==> src/rtl/instruction_fetch_stage.sv <==
// instruction_fetch_stage
// Presents PC to instruction memory, captures the returned word into a
// one-entry instruction register for decode, and pulses pc_advance so
// control selects PC <= PC+4 on the same edge as the capture.
// Optional feature: define FETCH_TIMEOUT_EN to build the request timeout
// counter that drives the sticky fetch_fault flag.
//
// state   | meaning
// --------+-------------------------------------------------------------
// IDLE    | no request; gives the PC one cycle to load a branch target
// REQUEST | request issued whenever IR is empty or being consumed
module instruction_fetch_stage #(
    parameter int N       = 32,
    parameter int TIMEOUT = 255
) (
    input  logic         clock,
    input  logic         reset,
    input  logic [N-1:0] PC,
    input  logic         stall,
    input  logic         flush,
    input  logic [N-1:0] mem_rdata,
    input  logic         mem_ready,
    output logic [N-1:0] mem_addr,
    output logic         mem_req,
    output logic [N-1:0] IR,
    output logic [N-1:0] IR_PC,
    output logic         IR_valid,
    output logic         pc_advance,
    output logic         fetch_fault
);

    typedef enum logic {
        IDLE    = 1'b0,
        REQUEST = 1'b1
    } state_t;

    state_t state;
    state_t state_next;
    logic   accept;

    assign mem_addr = PC;

    // State register; reset abandons any outstanding request.
    always_ff @(posedge clock or posedge reset) begin
        if (reset) begin
            state <= IDLE;
        end else begin
            state <= state_next;
        end
    end

    // Next state, request and accept decode. A flush always lands in IDLE,
    // including a flush that arrives while already idle.
    always_comb begin
        state_next = REQUEST;
        mem_req    = 1'b0;
        accept     = 1'b0;
        if (state == REQUEST) begin
            mem_req = !IR_valid || !stall;
        end
        accept = mem_req && mem_ready && !flush;
        if (flush) begin
            state_next = IDLE;
        end
    end

    assign pc_advance = accept;

    // Instruction register: flush kills it, accept loads it, consumption
    // empties it, and a stalled live entry is held untouched.
    always_ff @(posedge clock or posedge reset) begin
        if (reset) begin
            IR       <= '0;
            IR_PC    <= '0;
            IR_valid <= 1'b0;
        end else if (flush) begin
            IR_valid <= 1'b0;
        end else if (accept) begin
            IR       <= mem_rdata;
            IR_PC    <= PC;
            IR_valid <= 1'b1;
        end else if (IR_valid && !stall) begin
            IR_valid <= 1'b0;
        end
    end

`ifdef FETCH_TIMEOUT_EN
    localparam int CNT_LOG = $clog2(TIMEOUT + 1);
    localparam int TW      = (CNT_LOG < 8) ? 8 : ((CNT_LOG > 32) ? 32 : CNT_LOG);
    localparam logic [TW-1:0] TERM = TW'(TIMEOUT);

    logic [TW-1:0] wait_cnt;
    logic          fault_q;

    // Count unanswered request cycles; saturate at the terminal value so the
    // counter never wraps while memory stays silent.
    always_ff @(posedge clock or posedge reset) begin
        if (reset) begin
            wait_cnt <= '0;
            fault_q  <= 1'b0;
        end else if (accept || flush || (state == IDLE)) begin
            wait_cnt <= '0;
        end else if (mem_req && !mem_ready) begin
            if (wait_cnt != TERM) begin
                wait_cnt <= wait_cnt + 1'b1;
            end
            if (wait_cnt == TERM - 1'b1) begin
                fault_q <= 1'b1;
            end
        end
    end

    assign fetch_fault = fault_q;
`else
    // No counter built; TIMEOUT is referenced only so the parameter stays
    // meaningful to the elaborator, and the AND folds to constant 0.
    assign fetch_fault = 1'b0 & (TIMEOUT > 0);
`endif

endmodule

==> config.mk <==
export PLATFORM = sky130hd
export DESIGN_NAME = instruction_fetch_stage
export DESIGN_NICKNAME = d
export VERILOG_FILES = /design/src/rtl/instruction_fetch_stage.sv
export SDC_FILE = /design/constraint.sdc
export NUM_CORES = 1
export LEC_CHECK = 0
export BUFFER_PORTS_ARGS = -buffer_cell sky130_fd_sc_hd__buf_2
export CAP_MARGIN = 20
export CORE_MARGIN = 2
export CORE_UTILIZATION = 30
export CTS_BUF_LIST = sky130_fd_sc_hd__clkbuf_4
export CTS_CLUSTER_DIAMETER = 200
export DETAILED_ROUTE_END_ITERATION = 10
export HOLD_SLACK_MARGIN = 0.08
export MAX_ROUTING_LAYER = met4
export PLACE_DENSITY_LB_ADDON = 0.08
export SLEW_MARGIN = 10
export SYNTH_ARGS = -nofsm -noshare
export SYNTH_HDL_FRONTEND = slang
export SYNTH_SLANG_ARGS = --single-unit
==> constraint.sdc <==
create_clock -name clock -period 2.15 [get_ports clock]
set_clock_uncertainty 0.2 [all_clocks]
set_input_delay 0.3225 -clock clock [delete_from_list [all_inputs] [get_ports clock]]
set_output_delay 0.3225 -clock clock [all_outputs]
set_load 0.05 [all_outputs]
==> impl_metrics.env <==
export IMPL_ys_types=12
export IMPL_timing_final_crit_share_pct=96.4
export IMPL_synth_warnings=0
export IMPL_final_cell_mix="buf_2, dlygate4sd3_1, dfrtp_1, mux2_4, mux2_2"
export IMPL_grt_pass1_vias=2129
export IMPL_final_common_cell="buf_2"
export IMPL_diodes=0
export IMPL_clkLatencyLatePin_ns=0.38
export IMPL_rr_worst_depth=4
export IMPL_routedWlPerCell_um=12.9
export IMPL_grt_pass1_wl_mm=10.3
export IMPL_post_cts_setup_buffers=0
export IMPL_run_status="completed"
export IMPL_worstSetupPathType="in2out"
export IMPL_syn_area_per_cell_um2=16.1
export IMPL_timing_rr_start="IR_valid$_DFFE_PP0P_"
export IMPL_cellPowerDensity_nw_per_um2=963
export IMPL_die_h_um=102
export IMPL_netlist_instances=178
export IMPL_cts_tree="yes"
export IMPL_drt_total_wl_mm=6.69
export IMPL_setup_tns_final_ns=0
export IMPL_synthSimpleGateAreaFrac_pct=0.479
export IMPL_drc=0
export IMPL_p_seq_share_pct=37.8
export IMPL_finalCriticalPeriod_ns=2.07
export IMPL_power_net_switching_mw=1.83
export IMPL_tritoncts_num_buffers=9
export IMPL_synth_compound_area_share_pct=0.566
export IMPL_p_comb_share_pct=44.4
export IMPL_dr_pass1_iters=3
export IMPL_hold_class="in2reg"
export IMPL_place_congestion=0.712
export IMPL_ys_ff_latch=66
export IMPL_whs_path_depth=3
export IMPL_total_power_mw=4.26
export IMPL_setup_violations=0
export IMPL_start_util_pct=31.0
export IMPL_p_int_mw=2.43
export IMPL_synth_top_family_by_area="multiplexers"
export IMPL_ys_seq_area_share_pct=57.5
export IMPL_worstSetupEndpointType="output pin"
export IMPL_start_kind="input pin"
export IMPL_vias=2085
export IMPL_p_leak_nw=2.32
export IMPL_vdd_ir_drop_max_mv=0.407
export IMPL_fp_coreArea_um2=9280
export IMPL_fin_nets=456
export IMPL_p_clk_share_pct=17.8
export IMPL_clock_sinks=66
export IMPL_synthMuxAreaShare_pct=30.0
export IMPL_grt_overflow_total=0
export IMPL_rsz0062_at_grt="false"
export IMPL_timing_hold_violations_final=0
export IMPL_post_dp_hpwl_mm=4.27
export IMPL_placement_io_buffers=167
export IMPL_slew_viol_final=0
export IMPL_grtUsageTotal_pct=13.4
export IMPL_synthXorXnorAreaFrac_pct=0
export IMPL_r2r_slack_ns=0.47
export IMPL_areaGrowthSynthToFinish_pct=54.0
export IMPL_critPathRequiredTime_ns=1.63
export IMPL_path_max_fanout=4
export IMPL_postRouteAntennaNets=0
export IMPL_first_iter_violations=37
export IMPL_via_per_inst=4.01
export IMPL_clkTransAtPathRegs_ns=0.10
export IMPL_worstReg2RegEnd="IR[5]$_DFFE_PP0P_"
export IMPL_max_freq_ghz=0.483
export IMPL_htreeDepth=3
export IMPL_power_switching_share_pct=42.9
export IMPL_cp_data_arrival_time_ns=1.55
export IMPL_die_x_um=102
export IMPL_syn_area_um2=2870
export IMPL_hp_start="mem_ready"
export IMPL_synthAdderAreaFrac_pct=0
export IMPL_dieArea_um2=10400
export IMPL_fp_row_count=35
export IMPL_syn_num_nets=247
export IMPL_hold_end="IR_PC[19]$_DFFE_PP0P_"
export IMPL_io_pins=169
export IMPL_cts_root_buf="clkbuf_4"
export IMPL_clock_tree_buffer_depth=2
export IMPL_antenna_found_initial=0
export IMPL_grt_start_max_net_pins=43
export IMPL_drive_gt1_share_pct=64.2
export IMPL_drv_cap=0
-- state kept, by name, summed over array words and instances (netlist names) --
register	cells
IR	32
IR_PC	32
IR_valid	1
state	1
-- worst max-delay path by stage --
stage	startpoint	endpoint	slack [ns]	cells past startpoint
final	flush	pc_advance	0.08	6
after global routing	IR_valid$_DFFE_PP0P_	pc_advance	0.01	4
after CTS	flush	pc_advance	0.07	6
after detailed placement	stall	IR_PC[29]$_DFFE_PP0P_	0.49	5
after global placement	stall	IR[7]$_DFFE_PP0P_	0.51	5
after floorplan	IR_valid$_DFFE_PP0P_	pc_advance	-0.04	5
-- power groups by stage --
stage / combinational (mW) / clock [mW] / sequential, mW
floorplan: 0.535 / 0 / 2.52
global placement: 1.80 / 0 / 1.63
detailed placement: 1.81 / 0 / 1.63
CTS: 1.91 / 0.819 / 1.61
global route: 1.98 / 0.861 / 1.65
finish: 1.89 / 0.759 / 1.61
-- final cells by class --
| type | count | area [µm²] |
|---|---|---|
| fillers | 866 | 4860 |
| flip-flops and latches | 66 | 1650 |
| repair buffers | 238 | 1560 |
| multi-input cells | 69 | 912 |
| well taps | 129 | 161 |
| clock buffers | 10 | 75.1 |
| clock inverters | 5 | 46.3 |
| inverters | 3 | 18.8 |
-- through the flow --
stage          worst slack (ns)  utilization [%]  std cells  area (µm²)  hold WS, ns
2_1_floorplan           -0.0408                -        178        2890        0.204
3_3_place_gp              0.507             39.2        438        3630        0.258
3_5_place_dp              0.490             39.2        438        3630        0.263
4_1_cts                  0.0652             47.7        520        4430        0.135
5_1_grt                  0.0130             47.7        520        4430        0.150
6_report                 0.0779             47.7        520        4430        0.181
-- synth_stat cells --
cell      number  share of area, %
o21ai_0        1              0.17
buf_4         33               8.6
mux2_2        26                10
buf_6          5               2.0
a21boi_2       1              0.39
inv_1          3              0.39
buf_2          2              0.35
nand3_2        1              0.35
dfrtp_1       66                57
nand2_1        1              0.13
conb_1         1              0.13
mux2_4        38                20
-- cell families after synthesis --
group,count (synthesis)
simple gates,2
buf+inv,43
mux,64
compound gates,2
other cells,1
flops,66
-- what timing repair did --
action | 4_1_cts | 5_1_grt
hold buffers | 67 | 0
hold endpoints to repair | 132 | 0
resized for setup | 0 | 0
-- critical path, stage by stage --
cell	delay, ns
dlygate4sd3_1	0.53
buf_2	0.12
inv_1	0.10
nand3_4	0.14
clkinvlp_4	0.09
buf_2	0.25
-- per-layer routing --
layer / vias to the layer above / GRT usage (%) / wire (µm)
met3: 13 / 3.42 / 549
met2: 108 / 21.0 / 3160
met4: 0 / 6.87 / 131
met1: 977 / 16.0 / 2850
li1: 987 / - / -
met5: - / - / 0
Note: power is estimated with default switching activity, not from simulation.
